File: src/rtl/rv32_ctrl3.sv
// rv32_ctrl3 -- control unit for a small RV32 subset core.
//
// Decodes the fetched instruction into a 13-bit datapath control vector
// and sequences a four-state FSM (RST, RUN, FLUSH, HALT). A taken branch or
// jump is followed by one FLUSH cycle that kills the wrongly fetched
// instruction. Unsupported encodings halt the core with a sticky illegal
// flag; ECALL/EBREAK halt it cleanly.
//
// Ports
//   clk      in   clock, rising edge
//   rst_n    in   asynchronous active-low reset
//   inst     in   [31:0] instruction from the fetch path
//   br_eq    in   1 when the two register operands compare equal
//   ctrl     out  [0:12] control vector (bit 0 is the MSB):
//                 0 pc_sel, 1 reg_we, 2:4 imm type, 5 alu_src_imm,
//                 6:8 alu op, 9 mem_we, 10 wb_sel_mem, 11 retire, 12 mem_re
//   halted   out  1 while in HALT
//   illegal  out  sticky: HALT was reached through an unsupported encoding
//   instret  out  [CNT_W-1:0] retired-instruction counter, wraps silently
module rv32_ctrl3 #(
   parameter int CNT_W = 32
) (
   input  logic             clk,
   input  logic             rst_n,
   input  logic [31:0]      inst,
   input  logic             br_eq,
   output logic [0:12]      ctrl,
   output logic             halted,
   output logic             illegal,
   output logic [CNT_W-1:0] instret
);

   typedef enum logic [1:0] {
      ST_RST   = 2'b00,
      ST_RUN   = 2'b01,
      ST_FLUSH = 2'b10,
      ST_HALT  = 2'b11
   } state_t;

   localparam logic [6:0] OP_R   = 7'b0110011;
   localparam logic [6:0] OP_I   = 7'b0010011;
   localparam logic [6:0] OP_LD  = 7'b0000011;
   localparam logic [6:0] OP_ST  = 7'b0100011;
   localparam logic [6:0] OP_BR  = 7'b1100011;
   localparam logic [6:0] OP_JAL = 7'b1101111;
   localparam logic [6:0] OP_SYS = 7'b1110011;

   localparam logic [2:0] IMM_I = 3'b000;
   localparam logic [2:0] IMM_S = 3'b001;
   localparam logic [2:0] IMM_B = 3'b010;
   localparam logic [2:0] IMM_J = 3'b100;

   localparam logic [2:0] ALU_ADD = 3'b000;
   localparam logic [2:0] ALU_SUB = 3'b001;
   localparam logic [2:0] ALU_AND = 3'b010;
   localparam logic [2:0] ALU_OR  = 3'b011;
   localparam logic [2:0] ALU_XOR = 3'b100;
   localparam logic [2:0] ALU_SLT = 3'b101;
   localparam logic [2:0] ALU_SLL = 3'b110;
   localparam logic [2:0] ALU_SRL = 3'b111;

   state_t           state_q, state_d;
   logic             illegal_q, illegal_d;
   logic [CNT_W-1:0] instret_q, instret_d;

   logic [6:0] opcode;
   logic [2:0] funct3;
   logic       funct7_b5;
   logic       inst_unused;

   assign opcode      = inst[6:0];
   assign funct3      = inst[14:12];
   assign funct7_b5   = inst[30];
   // Register indices and immediates belong to the datapath, not to decode.
   assign inst_unused = ^{inst[31], inst[29:15], inst[11:7]};

   // Returns {supported, alu_op}; sub selects SUB for funct3 000.
   function automatic logic [3:0] alu_decode(input logic [2:0] f3, input logic sub);
      logic [3:0] r;
      case (f3)
         3'b000:  r = {1'b1, (sub ? ALU_SUB : ALU_ADD)};
         3'b111:  r = {1'b1, ALU_AND};
         3'b110:  r = {1'b1, ALU_OR};
         3'b100:  r = {1'b1, ALU_XOR};
         3'b010:  r = {1'b1, ALU_SLT};
         3'b001:  r = {1'b1, ALU_SLL};
         3'b101:  r = {1'b1, ALU_SRL};
         default: r = {1'b0, ALU_ADD};
      endcase
      return r;
   endfunction

   logic       pc_sel, reg_we, alu_src, mem_we, wb_mem, retire, mem_re;
   logic [2:0] imm_t, alu_op;
   logic [3:0] alu_dec;
   logic       bad, sys;

   always_comb begin
      pc_sel    = 1'b0;
      reg_we    = 1'b0;
      imm_t     = IMM_I;
      alu_src   = 1'b0;
      alu_op    = ALU_ADD;
      mem_we    = 1'b0;
      wb_mem    = 1'b0;
      retire    = 1'b0;
      mem_re    = 1'b0;
      alu_dec   = 4'b0000;
      bad       = 1'b0;
      sys       = 1'b0;
      state_d   = state_q;
      illegal_d = illegal_q;

      case (state_q)
         ST_RST: state_d = ST_RUN;

         ST_RUN: begin
            case (opcode)
               OP_R: begin
                  alu_dec = alu_decode(funct3, funct7_b5);
                  if (alu_dec[3]) begin
                     reg_we = 1'b1;
                     alu_op = alu_dec[2:0];
                     retire = 1'b1;
                  end else begin
                     bad = 1'b1;
                  end
               end
               OP_I: begin
                  // inst[30] is immediate data here, so there is no SUBI.
                  alu_dec = alu_decode(funct3, 1'b0);
                  if (alu_dec[3]) begin
                     reg_we  = 1'b1;
                     alu_src = 1'b1;
                     alu_op  = alu_dec[2:0];
                     retire  = 1'b1;
                  end else begin
                     bad = 1'b1;
                  end
               end
               OP_LD: begin
                  if (funct3 == 3'b010) begin
                     reg_we  = 1'b1;
                     alu_src = 1'b1;
                     wb_mem  = 1'b1;
                     mem_re  = 1'b1;
                     retire  = 1'b1;
                  end else begin
                     bad = 1'b1;
                  end
               end
               OP_ST: begin
                  if (funct3 == 3'b010) begin
                     mem_we  = 1'b1;
                     alu_src = 1'b1;
                     imm_t   = IMM_S;
                     retire  = 1'b1;
                  end else begin
                     bad = 1'b1;
                  end
               end
               OP_BR: begin
                  if (funct3 == 3'b000 || funct3 == 3'b001) begin
                     imm_t  = IMM_B;
                     alu_op = ALU_SUB;
                     retire = 1'b1;
                     // funct3[0] distinguishes BNE from BEQ.
                     pc_sel = br_eq ^ funct3[0];
                  end else begin
                     bad = 1'b1;
                  end
               end
               OP_JAL: begin
                  imm_t  = IMM_J;
                  pc_sel = 1'b1;
                  retire = 1'b1;
               end
               OP_SYS: begin
                  retire = 1'b1;
                  sys    = 1'b1;
               end
               default: bad = 1'b1;
            endcase

            if (bad) begin
               state_d   = ST_HALT;
               illegal_d = 1'b1;
            end else if (sys) begin
               state_d = ST_HALT;
            end else if (pc_sel) begin
               state_d = ST_FLUSH;
            end
         end

         // The instruction fetched behind a taken branch is discarded.
         ST_FLUSH: state_d = ST_RUN;

         default: state_d = ST_HALT;
      endcase

      ctrl      = {pc_sel, reg_we, imm_t, alu_src, alu_op, mem_we, wb_mem, retire, mem_re};
      instret_d = retire ? instret_q + CNT_W'(1) : instret_q;
   end

   always_ff @(posedge clk or negedge rst_n) begin
      if (!rst_n) begin
         state_q   <= ST_RST;
         illegal_q <= 1'b0;
         instret_q <= '0;
      end else begin
         state_q   <= state_d;
         illegal_q <= illegal_d;
         instret_q <= instret_d;
      end
   end

   assign halted  = (state_q == ST_HALT);
   assign illegal = illegal_q;
   assign instret = instret_q;

endmodule

File: config.mk
export PLATFORM = sky130hd
export DESIGN_NAME = rv32_ctrl3
export DESIGN_NICKNAME = d
export VERILOG_FILES = /design/src/rtl/rv32_ctrl3.sv
export SDC_FILE = /design/constraint.sdc
export NUM_CORES = 1
export LEC_CHECK = 0
export CORE_UTILIZATION = 44
export DETAILED_ROUTE_END_ITERATION = 8
export HOLD_SLACK_MARGIN = 0.1
export PLACE_DENSITY = 0.92
export SLEW_MARGIN = 15
export SYNTH_ARGS = -nofsm -noshare
export SYNTH_HDL_FRONTEND = slang
export SYNTH_SLANG_ARGS = --single-unit
File: constraint.sdc
create_clock -name clk -period 3.98 [get_ports clk]
set_clock_uncertainty 0.2 [all_clocks]
set_input_delay 1.194 -clock clk [delete_from_list [all_inputs] [get_ports clk]]
set_output_delay 1.194 -clock clk [all_outputs]
set_load 0.05 [all_outputs]
==> impl_summary.log, run 1 <==
[metrics] status: complete, no violations
[metrics] post-synthesis instance area: 2080 um2
[metrics] final-stage net count: 342
[metrics] TritonCTS clock tree: yes
[metrics] setup slack of the most critical reg-to-reg path: 1.27 ns
[metrics] sort of element at the start of the critical path: input pin
[metrics] maximum root-to-sink buffer count: 2
[metrics] Max stage delay cell, worst path: clkdlybuf4s50_1
[metrics] Internal Power: 0.000515 W
[metrics] Avg Synthesized Cell Area: 10.3 um2
[metrics] number of clock buffers inserted by TritonCTS: 5
[metrics] Hold Startpoint: instret[31]
[metrics] master cell of the clock root buffer: clkbuf_8
[metrics] data arrival at the endpoint of the critical path: 2.57 ns
[metrics] largest stage delay on the critical path: 0.48 ns
[metrics] switching pwr: 0.000183 W
[metrics] Hold Buf Count CTS: 0
[metrics] power density over cell area: 208 nW/um2
[metrics] first-pass GRT wire length: 9160 um
[metrics] Routed WL per cell: 16.1 um
[metrics] vias in the first global route: 2,026
[metrics] Pre-Repair DR Iteration Count: 6
[metrics] Max Fclk: 252 MHz
[metrics] Rows: 24
[metrics] post-CTS clock slew at the launch and capture registers of the worst setup and hold paths: 0.07 ns
[metrics] CTS sink cnt: 35
[metrics] main area contributors after synthesis: dfrtp_1 (42%), xor2_1 (11%), nor4_2 (6.0%), nand2_1 (3.8%), buf_4 (2.9%)
[metrics] critical path class: input pin to output port
[metrics] number of H-tree levels: 2
[metrics] largest net degree at the start of global routing: 36
[metrics] width of the chip: 70.8 um
[metrics] Filler Cells Inserted: 267
[metrics] Seq pwr share: 0.515
[metrics] Sw Share: 0.262
[metrics] Synth Register Bits: 35
[metrics] worst endpoint required time: 2.59 ns
[metrics] total area of sequential cells: 876 um2
[metrics] core box area: 4440 um2
[metrics] global placer's final weighted congestion: 0.825
[metrics] die area: 5010 um2
[metrics] most instantiated cells after synthesis: dfrtp_1 (35), xor2_1 (27), nand2_1 (21)
[metrics] placed instance count: 329
[metrics] antenna cells: 0
[metrics] library cells used by synthesis: 48
[metrics] max cap viols: 0
[metrics] Final WS setup: 0.0120 ns
[metrics] startpoint of the lowest-slack register-to-register path: state_q[1]
[metrics] cell type with the largest total area after synthesis: dfrtp_1
[metrics] Vias/cell: 5.44
[metrics] Final Cycle Share: 0.997
[metrics] total nets after synthesis: 239
[metrics] aggregate routed wire length: 5780 um
[metrics] count of yosys warnings during synthesis: 0
[metrics] number of vias in the routed layout: 1,953
[metrics] overall overflow remaining after global route: 0
[metrics] initial antenna violation count: 0
[metrics] share of synthesized registers carrying an async set or reset: 1.00
[metrics] EDFF count, synth: 0
[metrics] drc violations: 0
[metrics] antenna violation net count after detailed routing: 0
[metrics] number of hold violations in the final report: 0
[metrics] most frequently used cell type in the post-synthesis netlist: dfrtp_1
[metrics] CP cell instances: clkdlybuf4s50_1, inv_2, o32ai_2, a31oi_1, a211oi_2, clkbuf_16
[metrics] global-route usage over all layers: 0.232
[metrics] first-iteration detailed-routing DRC count: 100
[metrics] share of cells above drive strength 1: 0.368
[metrics] Post-Layout Cell Count: 359
[metrics] later-pin clock latency in the skew report: 0.29 ns
[metrics] number of instances on the worst hold path: 1
[metrics] worst-margin pin slew: 0.649 ns
[metrics] Tightest Hold Check Type: register to register
[metrics] CP max FO: 1
[metrics] share of the yosys chip area belonging to registers: 0.420
[metrics] cell leakage power: 1.50 nW
[metrics] element type at the critical path end: output port
[metrics] post-route minimum period: 3.97 ns
[metrics] input/output buffers: 60
[metrics] share of total power in combinational logic: 0.120
[metrics] Worst R2R Path Depth: 15
[metrics] estimated wirelength of the detail-placed design: 3790 um
[metrics] clock share of power: 0.365
[metrics] most used flip-flop cell after synthesis: dfrtp_1
[metrics] number of instances in the synthesized netlist: 203
[metrics] area overhead of the layout relative to synthesis: 61.0%
[metrics] area of combinational cells with multiple inputs: 1200 um2
[metrics] worst slack after detailed placement: -0.376 ns
[metrics] largest vdd supply drop: 0.256 mV
[metrics] relative slew slack: 0.566
[metrics] Vert. Die Dim: 70.8 um
[metrics] count of boundary I/O pins: 82
[metrics] R2R Path End: state_q[0]
[metrics] max-slew violations: 0
[metrics] starting utilization of the core area: 0.469
[metrics] proportion of netlist area held by the largest area contributor: 0.420
[metrics] hold worst-path end: instret[31]
[metrics] number of setup violations in the final report: 0
==> layer usage <==
metal	up-vias	wire length, um	track usage
met5	-	0	0
met4	0	106	0.0889
met3	13	301	0.0541
met2	64	2950	0.415
met1	959	2420	0.270
li1	917	-	-
==> metrics by stage <==
| stage | total power (W) | cell area, um2 | utilization | hold WS [ns] | setup TNS, ns |
|---|---|---|---|---|---|
| after floorplan | 0.000395 | 2120 | - | 0.301 | -0.0232 |
| after global placement | 0.000436 | 3000 | 0.676 | 0.256 | -2.52 |
| after detailed placement | 0.000439 | 3000 | 0.676 | 0.263 | -3.02 |
| after CTS | 0.000695 | 3290 | 0.739 | 0.276 | 0 |
| after global routing | 0.000723 | 3350 | 0.755 | 0.288 | -0.104 |
| final | 0.000698 | 3350 | 0.755 | 0.281 | 0 |
==> registers in the layout, indices dropped and copies added, names as in the netlist <==
register and count:
state_q 2, instret 32, illegal 1
==> repair_timing <==
| item | CTS | global route |
|---|---|---|
| gates cloned | 0 | 0 |
| buffers inserted | 17 | 5 |
| setup endpoints to repair | 12 | 11 |
| pin swaps | 7 | 9 |
| gates resized for setup | 30 | 19 |
==> worst max-delay path: cells and delay by family <==
family / cells / cell delay [ns]
buffers and inverters: 3 / 0.73
AOI/OAI and AO/OA: 3 / 0.65
==> cell families after synthesis <==
group / after synthesis / share of synthesized area
fa+ha+maj: 1 / 0.00601
flops: 35 / 0.420
xor+xnor: 33 / 0.139
buf+inv: 24 / 0.0625
mux: 2 / 0.0102
compound gates: 18 / 0.0865
simple gates: 90 / 0.276
==> worst max-delay path by stage <==
stage	from	to
after floorplan	inst[6]	ctrl[8]
after detailed placement	inst[2]	ctrl[0]
final	inst[30]	ctrl[8]
after global routing	inst[1]	ctrl[4]
after global placement	inst[2]	ctrl[0]
after CTS	inst[0]	ctrl[5]
==> cells in the final DEF (no fill, tap or decap), types with 2 or more instances in the layout <==
cell and n:
a21oi_1 3, dfrtp_1 35, nor3b_1 3, nand3_1 4, nand4_1 7, clkinvlp_4 2, nand3b_1 2, nand2b_1 2
clkbuf_2 5, buf_12 11, nor4_2 11, inv_1 7, clkbuf_8 5, inv_2 3, nor3_2 4, nor2_1 8
xor2_1 27, and3_1 3, nor3_1 7, buf_6 4, dlygate4sd2_1 4, buf_4 46, xnor2_1 6, nor4_1 5
nand2_1 20, clkdlybuf4s50_1 37
==> layout make-up <==
| cell class | count | area share |
|---|---|---|
| inverters | 11 | 0.0131 |
| repair buffers | 109 | 0.321 |
| multi-input cells | 144 | 0.359 |
| well taps | 52 | 0.0194 |
| clock buffers | 5 | 0.0205 |
| clock inverters | 3 | 0.00597 |
| flip-flops and latches | 35 | 0.261 |
==> power groups by stage <==
stage               sequential (W)  clock (W)  combinational [W]
detailed placement        0.000366          0          0.0000723
global route              0.000360   0.000274          0.0000888
CTS                       0.000360   0.000261          0.0000749
global placement          0.000366          0          0.0000701
finish                    0.000360   0.000255          0.0000835
floorplan                 0.000373          0          0.0000221
Note: power is estimated with default switching activity, not from simulation.
==> run 2, diff against run 1 <==
Clock period 3.98 ns to 3.9 ns, I/O delays scaled along.
==> run 2 against run 1 <==
  * Power is 1.2% higher
  * Wire length is 2.8% lower
  * Final cell count is 4.5% lower
  * First-iteration DRC count is 5.0% higher
  * Flip-flop and latch count stayed put
  * Critical path type unchanged
  * Largest cell class unchanged
==> impl_summary.log, run 2 (synthesis gave the netlist of run 1 again) <==
[metrics] initial antenna violation count: 0
[metrics] Hold Worst Slack: 0.273 ns
[metrics] Hold Startpoint: instret[31]
[metrics] antenna violation net count after detailed routing: 0
[metrics] drc violations: 0
[metrics] input/output buffers: 60
[metrics] post-route minimum period: 3.90 ns
[metrics] Worst setup startpoint: inst[4]
[metrics] maximum root-to-sink buffer count: 2
[metrics] most common cell after layout, fill and taps aside: clkdlybuf4s50_1
[metrics] status: complete, no violations
[metrics] Max Fclk: 256 MHz
[metrics] Vias/cell: 5.48
[metrics] largest net degree at the start of global routing: 36
[metrics] startpoint of the lowest-slack register-to-register path: instret[0]
[metrics] estimated wirelength of the detail-placed design: 3890 um
[metrics] die area: 5010 um2
[metrics] cell repeated most along the worst path: buf_4
[metrics] area overhead of the layout relative to synthesis: 55.8%
[metrics] Tightest Hold Check Type: register to register
[metrics] TritonCTS clock tree: yes
[metrics] aggregate routed wire length: 5620 um
[metrics] largest stage delay on the critical path: 0.23 ns
[metrics] number of setup violations in the final report: 0
[metrics] number of flip-flops in the largest register: 32
[metrics] Rows: 24
[metrics] antenna cells: 0
[metrics] Routed WL per cell: 16.4 um
[metrics] sort of element at the start of the critical path: input pin
[metrics] count of boundary I/O pins: 82
[metrics] relative slew slack: 0.572
[metrics] element type at the critical path end: output port
[metrics] critical path class: input pin to output port
[metrics] Vert. Die Dim: 70.8 um
[metrics] first-pass GRT wire length: 9200 um
[metrics] worst endpoint required time: 2.53 ns
[metrics] cell leakage power: 1.45 nW
[metrics] overall overflow remaining after global route: 0
[metrics] starting utilization of the core area: 0.469
[metrics] post-CTS clock slew at the launch and capture registers of the worst setup and hold paths: 0.07 ns
[metrics] later-pin clock latency in the skew report: 0.29 ns
[metrics] overall power consumption: 0.000707 W
[metrics] CP max FO: 5
[metrics] number of vias in the routed layout: 1,880
[metrics] Pre-Repair DR Iteration Count: 9
[metrics] CTS sink cnt: 35
[metrics] share of cells above drive strength 1: 0.344
[metrics] max cap viols: 0
[metrics] width of the chip: 70.8 um
[metrics] first-iteration detailed-routing DRC count: 105
[metrics] Max stage delay cell, worst path: nand3b_1
[metrics] Final Cycle Share: 1.00
[metrics] final-stage net count: 326
[metrics] global-route usage over all layers: 0.234
[metrics] global placer's final weighted congestion: 0.816
[metrics] highest-count cells in the layout ignoring fill and taps: clkdlybuf4s50_1 (36), dfrtp_1 (35), buf_4 (31)
[metrics] master cell of the clock root buffer: clkbuf_8
[metrics] worst-margin pin slew: 0.641 ns
[metrics] CP cell instances: clkdlybuf4s15_1, nand3b_1, buf_4, buf_4, buf_4, o22ai_4, nand2_2, inv_2, buf_12
[metrics] largest vdd supply drop: 0.226 mV
[metrics] vias in the first global route: 2,026
[metrics] data arrival at the endpoint of the critical path: 2.53 ns
[metrics] max-slew violations: 0
[metrics] number of H-tree levels: 2
[metrics] core box area: 4440 um2
[metrics] number of clock buffers inserted by TritonCTS: 5
[metrics] number of hold violations in the final report: 0
[metrics] power density over cell area: 218 nW/um2
## run 2: metal layers
| layer | GRT usage | part of all wire | vias up |
|---|---|---|---|
| li1 | - | - | 893 |
| met1 | 0.259 | 0.40 | 909 |
| met2 | 0.416 | 0.52 | 65 |
| met3 | 0.0726 | 0.058 | 13 |
| met4 | 0.0956 | 0.021 | 0 |
| met5 | 0 | 0 | - |
## run 2: power breakdown
group	switching [W]	internal (W)
clock	0.000130	0.000125
sequential	0.00000234	0.000365
combinational	0.0000486	0.0000360
total	0.000181	0.000525
## run 2: path summary, 6_finish.rpt
check,end,slack [ns],depth (start not counted)
worst max-delay path,ctrl[0],0.001,9
worst min-delay path,instret[31],0.27,1
worst max register to register,instret[30],1.52,6
worst min register to register,instret[31],0.27,1
max in group asynchronous,instret[17],2.08,2
min in group asynchronous,instret[6],1.11,2
## run 2: area by class of cell
class	instances	area [um2]
clock buffer	6	72.6
clock inverter	2	12.5
fill	295	1200
inverter	11	45.0
multi-input combinational	144	1220
sequential	35	876
tap	52	65.1
timing repair buffer	93	956
## run 2: timing repair
item                                   in CTS  in global routing
hold buffers                                0                  0
resized for setup                          31                 20
pin swaps                                   7                  8
setup endpoints to repair                  12                 10
setup buffers                               3                  3
gates cloned                                0                  0
endpoints found under the hold margin       0                  0
## run 2: through the flow
stage	util	setup TNS [ns]	instance area, um2	setup slack [ns]	cells
after detailed placement	0.676	-3.48	3000	-0.400	329
after global placement	0.676	-2.90	3000	-0.355	329
after floorplan	-	-0.0515	2120	-0.0515	203
after global routing	0.730	-0.0900	3250	-0.0532	343
final	0.730	0	3250	0.00136	343
after CTS	0.715	0	3180	0.000832	340
## run 2: worst max-delay path: cells and delay by family
| kind | cells | cell delay (ns) |
|---|---|---|
| compound gates | 1 | 0.18 |
| buf+inv | 6 | 0.85 |
| simple gates | 2 | 0.32 |
==> run 3, diff against run 2 <==
Settings changed: RECOVER_POWER from default to 50.
==> run 3 against run 2 <==
  * The run now ends with capacitance limit, slew limit left
  * Fmax did not move
  * Largest cell class unchanged
  * First-iteration DRC count down 27%
  * Wire length is essentially flat
  * Critical path type unchanged
  * Clock power is essentially flat
  * Largest power group unchanged
==> impl_summary.log, run 3 (synthesis gave the netlist of run 1 again) <==
[metrics] CTS sink cnt: 35
[metrics] aggregate routed wire length: 5630 um
[metrics] number of H-tree levels: 2
[metrics] number of setup violations in the final report: 0
[metrics] vias in the first global route: 2,026
[metrics] Hold Worst Slack: 0.273 ns
[metrics] antenna violation net count after detailed routing: 0
[metrics] Max Fclk: 256 MHz
[metrics] element type at the critical path end: output port
[metrics] number of hold violations in the final report: 0
[metrics] hold worst-path end: instret[31]
[metrics] max cap viols: 1
[metrics] later-pin clock latency in the skew report: 0.29 ns
[metrics] status: finished, violations left
[metrics] critical path class: input pin to output port
[metrics] number of vias in the routed layout: 1,889
[metrics] sort of element at the start of the critical path: input pin
[metrics] drc violations: 0
[metrics] startpoint of the lowest-slack register-to-register path: instret[0]
[metrics] count of boundary I/O pins: 82
[metrics] first-iteration detailed-routing DRC count: 77
[metrics] worst endpoint required time: 2.53 ns
[metrics] post-route minimum period: 3.90 ns
[metrics] area overhead of the layout relative to synthesis: 55.6%
[metrics] starting utilization of the core area: 0.469
[metrics] largest vdd supply drop: 0.227 mV
[metrics] overall overflow remaining after global route: 0
[metrics] cell leakage power: 1.44 nW
[metrics] TritonCTS clock tree: yes
[metrics] max-slew violations: 36
[metrics] Pre-Repair DR Iteration Count: 9
[metrics] Routed WL per cell: 16.4 um
[metrics] number of clock buffers inserted by TritonCTS: 5
[metrics] Vias/cell: 5.51
[metrics] initial antenna violation count: 0
[metrics] first-pass GRT wire length: 9200 um
[metrics] Rows: 24
[metrics] setup TNS: 0 ns
[metrics] Worst R2R Path Depth: 6
[metrics] input/output buffers: 60
[metrics] CP max FO: 5
[metrics] final-stage net count: 326
[metrics] power density over cell area: 218 nW/um2
[metrics] number of flip-flops in the largest register: 32
[metrics] Final Cycle Share: 1.00
[metrics] number of instances on the worst hold path: 1
[metrics] worst-margin pin slew: 1.85 ns
[metrics] Tightest Hold Check Type: register to register
[metrics] antenna cells: 0
[metrics] core box area: 4440 um2
[metrics] Hold Startpoint: instret[31]
[metrics] Vert. Die Dim: 70.8 um
[metrics] global-route usage over all layers: 0.234
[metrics] die area: 5010 um2
[metrics] violated checks: capacitance limit, slew limit
[metrics] relative slew slack: -0.232
[metrics] highest-count cells in the layout ignoring fill and taps: dfrtp_1 (35), clkdlybuf4s50_1 (35), buf_4 (30)
[metrics] width of the chip: 70.8 um
[metrics] setup slack of the most critical reg-to-reg path: 1.50 ns
[metrics] global placer's final weighted congestion: 0.816
[metrics] largest net degree at the start of global routing: 36
[metrics] master cell of the clock root buffer: clkbuf_8
[metrics] R2R Path End: instret[30]
[metrics] post-CTS clock slew at the launch and capture registers of the worst setup and hold paths: 0.07 ns
[metrics] estimated wirelength of the detail-placed design: 3890 um
[metrics] maximum root-to-sink buffer count: 2
[metrics] share of cells above drive strength 1: 0.340
[metrics] data arrival at the endpoint of the critical path: 2.53 ns
run 3: layout make-up:
type                       count  area [um2]
clock inverter                 2        12.5
multi-input combinational    144        1220
inverter                      11        45.0
clock buffer                   6        72.6
tap                           52        65.1
sequential                    35         876
fill                         295        1200
timing repair buffer          93         952
run 3: repair_timing:
action                                  4_1_cts  5_1_grt
gates resized for setup                      31       20
endpoints found under the setup margin       12       10
hold buffers                                  0        0
hold endpoints to repair                      0        0
pin swaps                                     7        8
setup buffers                                 3        3
run 3: worst max path at each step:
stage | start | endpoint | slack (ns) | cells after the start
floorplan | inst[6] | ctrl[8] | -0.05 | 5
global placement | inst[2] | ctrl[0] | -0.36 | 7
detailed placement | inst[0] | ctrl[10] | -0.40 | 7
CTS | inst[3] | ctrl[0] | 0.0008 | 7
global route | inst[4] | ctrl[0] | -0.05 | 9
finish | inst[4] | ctrl[0] | 0.001 | 9
run 3: metrics by stage:
stage | total power [W] | setup slack, ns | cell area (um2) | utilization | std cells
floorplan | 0.000403 | -0.0515 | 2120 | - | 203
global placement | 0.000445 | -0.355 | 3000 | 0.676 | 329
detailed placement | 0.000448 | -0.400 | 3000 | 0.676 | 329
CTS | 0.000707 | 0.000832 | 3180 | 0.715 | 340
global route | 0.000734 | -0.0532 | 3240 | 0.729 | 343
finish | 0.000707 | 0.00136 | 3240 | 0.729 | 343
run 3: power by group:
group | switching, W | internal, W | total (W)
clock network | 0.000131 | 0.000125 | 0.000256
logic | 0.0000487 | 0.0000353 | 0.0000840
registers | 0.00000233 | 0.000365 | 0.000367
total | 0.000182 | 0.000525 | 0.000707
run 3: worst max-delay path, stage by stage:
cell and delay [ns]:
clkdlybuf4s15_1 0.20, nand3b_1 0.23, buf_4 0.16, buf_4 0.12
buf_4 0.16, o22ai_4 0.18, nand2_2 0.09, inv_2 0.08
buf_12 0.13
run 3: metal layers:
layer / up-vias / GRT usage / routed length [um]
li1: 891 / - / -
met1: 922 / 0.259 / 2280
met2: 63 / 0.416 / 2900
met3: 13 / 0.0726 / 326
met4: 0 / 0.0956 / 115
met5: - / 0 / 0
==> RTL edit: new RTL, flow settings as in run 3 <==
Register the inputs `inst` and `br_eq` before use. The logic sees them one clock later.
--- a/src/rtl/rv32_ctrl3.sv
+++ b/src/rtl/rv32_ctrl3.sv
@@ -59,6 +59,14 @@
    localparam logic [2:0] ALU_SLL = 3'b110;
    localparam logic [2:0] ALU_SRL = 3'b111;
 
+   logic [31:0] inst_q;
+   logic br_eq_q;
+
+   always_ff @(posedge clk) begin
+      inst_q  <= inst;
+      br_eq_q <= br_eq;
+   end
+
    state_t           state_q, state_d;
    logic             illegal_q, illegal_d;
    logic [CNT_W-1:0] instret_q, instret_d;
@@ -68,11 +76,11 @@
    logic       funct7_b5;
    logic       inst_unused;
 
-   assign opcode      = inst[6:0];
-   assign funct3      = inst[14:12];
-   assign funct7_b5   = inst[30];
+   assign opcode      = inst_q[6:0];
+   assign funct3      = inst_q[14:12];
+   assign funct7_b5   = inst_q[30];
    // Register indices and immediates belong to the datapath, not to decode.
-   assign inst_unused = ^{inst[31], inst[29:15], inst[11:7]};
+   assign inst_unused = ^{inst_q[31], inst_q[29:15], inst_q[11:7]};
 
    // Returns {supported, alu_op}; sub selects SUB for funct3 000.
    function automatic logic [3:0] alu_decode(input logic [2:0] f3, input logic sub);
@@ -165,7 +173,7 @@
                      alu_op = ALU_SUB;
                      retire = 1'b1;
                      // funct3[0] distinguishes BNE from BEQ.
-                     pc_sel = br_eq ^ funct3[0];
+                     pc_sel = br_eq_q ^ funct3[0];
                   end else begin
                      bad = 1'b1;
                   end
Function: changed (Yosys sat finds a counterexample within 4 cycles, from zero or initial values and one cycle with rst_n low).
==> RTL edit against run 3 <==
  * The run still ends with max-capacitance violations, max-slew violations left
  * Synthesized area increased by 19%
  * Worst setup slack improved by 0.14 ns
  * Hold slack improved by 0.0055 ns
  * Cell area decreased by 4.9%
  * Synthesized cell count increased by 12%
  * First-iteration DRC count increased by 71%
  * Via count decreased by 0.42%
  * Wire length decreased by 7.1%
  * Sequential cell count increased by 12
  * Maximum frequency increased by 3.7%
Power is not compared: it rests on default switching activity, and its combinational part moved more than twofold at a synthesized area within 25%.
==> RTL edit: results (changes against run 3) <==
<table>
<tr><th>Metric</th><th>Value</th></tr>
<tr><th colspan="2">Route</th></tr>
<tr><td>Via-per-instance ratio</td><td>5.44 (-1.3%)</td></tr>
<tr><td>Starting DRT DRC Count</td><td>132 (+71%)</td></tr>
<tr><td>Drt pass-1 iters</td><td>4 (-5)</td></tr>
<tr><th colspan="2">Synthesis</th></tr>
<tr><td>Synthesized-area fraction occupied by ao, oa, aoi and oai cells</td><td>15.8% (+7.1 points)</td></tr>
<tr><td>Fraction of the yosys area taken by sequential cells</td><td>45.1% (+3.1 points)</td></tr>
<tr><td>Share of synthesized registers carrying an async set or reset</td><td>74.5% (-26 points)</td></tr>
<tr><td>Largest cells by area after synthesis</td><td>dfrtp_1, xnor2_1, dfxtp_1</td></tr>
<tr><td>Post-Synthesis Net Count</td><td>264 (+10%)</td></tr>
<tr><td>Commonest cells in the netlist</td><td>dfrtp_1, xnor2_1, o2111ai_1, and3_1, dfxtp_1</td></tr>
<tr><th colspan="2">Critical path</th></tr>
<tr><td>RR Startpoint</td><td>inst_q[6]$_DFF_P_</td></tr>
<tr><td>Data arrival time of the critical path</td><td>2.39 ns (-0.14 ns)</td></tr>
<tr><td>Cell with the largest stage delay on the worst path</td><td>clkdlybuf4s50_1</td></tr>
<tr><td>Startpoint of the most critical setup path</td><td>state_q[1]$_DFFE_PN0P_</td></tr>
<tr><th colspan="2">Flow run</th></tr>
<tr><td>Maximum Capacitance Violations</td><td>1 (unchanged)</td></tr>
<tr><th colspan="2">Placed design</th></tr>
<tr><td>Routability congestion estimate from global placement</td><td>0.839 (+2.8%)</td></tr>
<tr><td>Detailed placer's ending HPWL</td><td>3590 µm (-7.6%)</td></tr>
<tr><th colspan="2">STA</th></tr>
<tr><td>Count of pins over their slew limit</td><td>36 (unchanged)</td></tr>
<tr><td>Worst Tran Pin Value</td><td>1.87 ns (+0.0184 ns)</td></tr>
<tr><th colspan="2">Final layout</th></tr>
<tr><td>Layout cell share with drive strength beyond 1</td><td>7.97% (-26 points)</td></tr>
<tr><td>Net count of the finished layout</td><td>311 (-4.6%)</td></tr>
<tr><td>Number of fill cells in the layout</td><td>459 (+56%)</td></tr>
<tr><th colspan="2">Outcome</th></tr>
<tr><td>Outcome</td><td>finished with violations</td></tr>
<tr><td>Violated checks</td><td>max-capacitance violations, max-slew violations</td></tr>
<tr><th colspan="2">Global route</th></tr>
<tr><td>Wire length of the first global-routing pass</td><td>9020 µm (-1.9%)</td></tr>
<tr><td>Vias in the first global route</td><td>1,822 (-10%)</td></tr>
<tr><th colspan="2">Hold path</th></tr>
<tr><td>Start point of the worst min-delay path</td><td>illegal$_DFFE_PN0P_</td></tr>
<tr><th colspan="2">CTS</th></tr>
<tr><td>Clock edge transition at the registers on the reported setup and hold paths</td><td>0.09 ns (+0.02 ns)</td></tr>
</table>
-- RTL edit: changes by cell type after synthesis, sizes merged, moves of 11 or more --
cell	delta
nand2	-13
dfxtp	+12
o2111ai	+19
buf	+11
xor2	-27
xnor2	+27
-- RTL edit: report_power, final --
part / total (mW) / internal (mW) / switching, mW
Sequential: 0.501 / 0.492 / 0.00906
Combinational: 0.0407 / 0.0177 / 0.0230
Clock: 0.283 / 0.126 / 0.158
Total: 0.825 / 0.635 / 0.190
-- RTL edit: kinds of logic (layout without fill, tap and decap cells) --
group	after synthesis	in the layout
and+or+nand+nor	73	73
xor gates and xnor gates	33	33
muxes	2	2
AOI/OAI and AO/OA	44	44
buffers and inverters	28	76
DFF	47	47
adders and majority gates	1	1
-- RTL edit: path summary, 6_finish.rpt --
check / end / slack, ns / cells after the start
worst max-delay path: ctrl[1] / 0.14 / 4
worst min-delay path: illegal$_DFFE_PN0P_ / 0.28 / 1
worst max register to register: state_q[1]$_DFFE_PN0P_ / 0.78 / 6
worst min register to register: illegal$_DFFE_PN0P_ / 0.28 / 1
max in group asynchronous: instret[0]$_DFFE_PN0P_ / 0.70 / 2
min in group asynchronous: instret[26]$_DFFE_PN0P_ / 1.72 / 2
-- RTL edit: worst register-to-register path, cell delays in order, from the launching register on --
cell      delay (ns)
dfxtp_1         0.56
and4b_1         0.29
nand3_1         0.15
o31ai_1         0.15
clkbuf_1        1.05
nor2_1          0.15
o41a_1          0.46
-- RTL edit: timing repair --
item / CTS / global route
buffers inserted: 0 / 0
hold buffers: 0 / 0
endpoints found under the setup margin: 0 / 3
resized for setup: 0 / 3
-- RTL edit: final cells by class --
| class | count | area share (%) |
|---|---|---|
| well taps | 70 | 2.84 |
| multi-input cells | 153 | 37.1 |
| flip-flops and latches | 47 | 36.2 |
| clock inverters | 2 | 0.406 |
| inverters | 5 | 0.609 |
| repair buffers | 63 | 20.5 |
| clock buffers | 6 | 2.35 |
-- RTL edit: layer usage --
metal / routed length (µm) / track usage, % / share of wire (%)
met5: 0 / 0 / 0
met4: 81 / 6.60 / 1.5
met3: 278 / 4.29 / 5.3
met2: 2460 / 30.1 / 47
met1: 2410 / 25.4 / 46
-- RTL edit: through the flow --
| step | area, µm² | std cells | worst slack (ns) |
|---|---|---|---|
| after detailed placement | 3030 | 338 | 0.465 |
| final | 3080 | 346 | 0.139 |
| after floorplan | 2470 | 228 | 0.228 |
| after CTS | 3110 | 346 | 0.120 |
| after global routing | 3080 | 346 | 0.0326 |
| after global placement | 3030 | 338 | 0.480 |
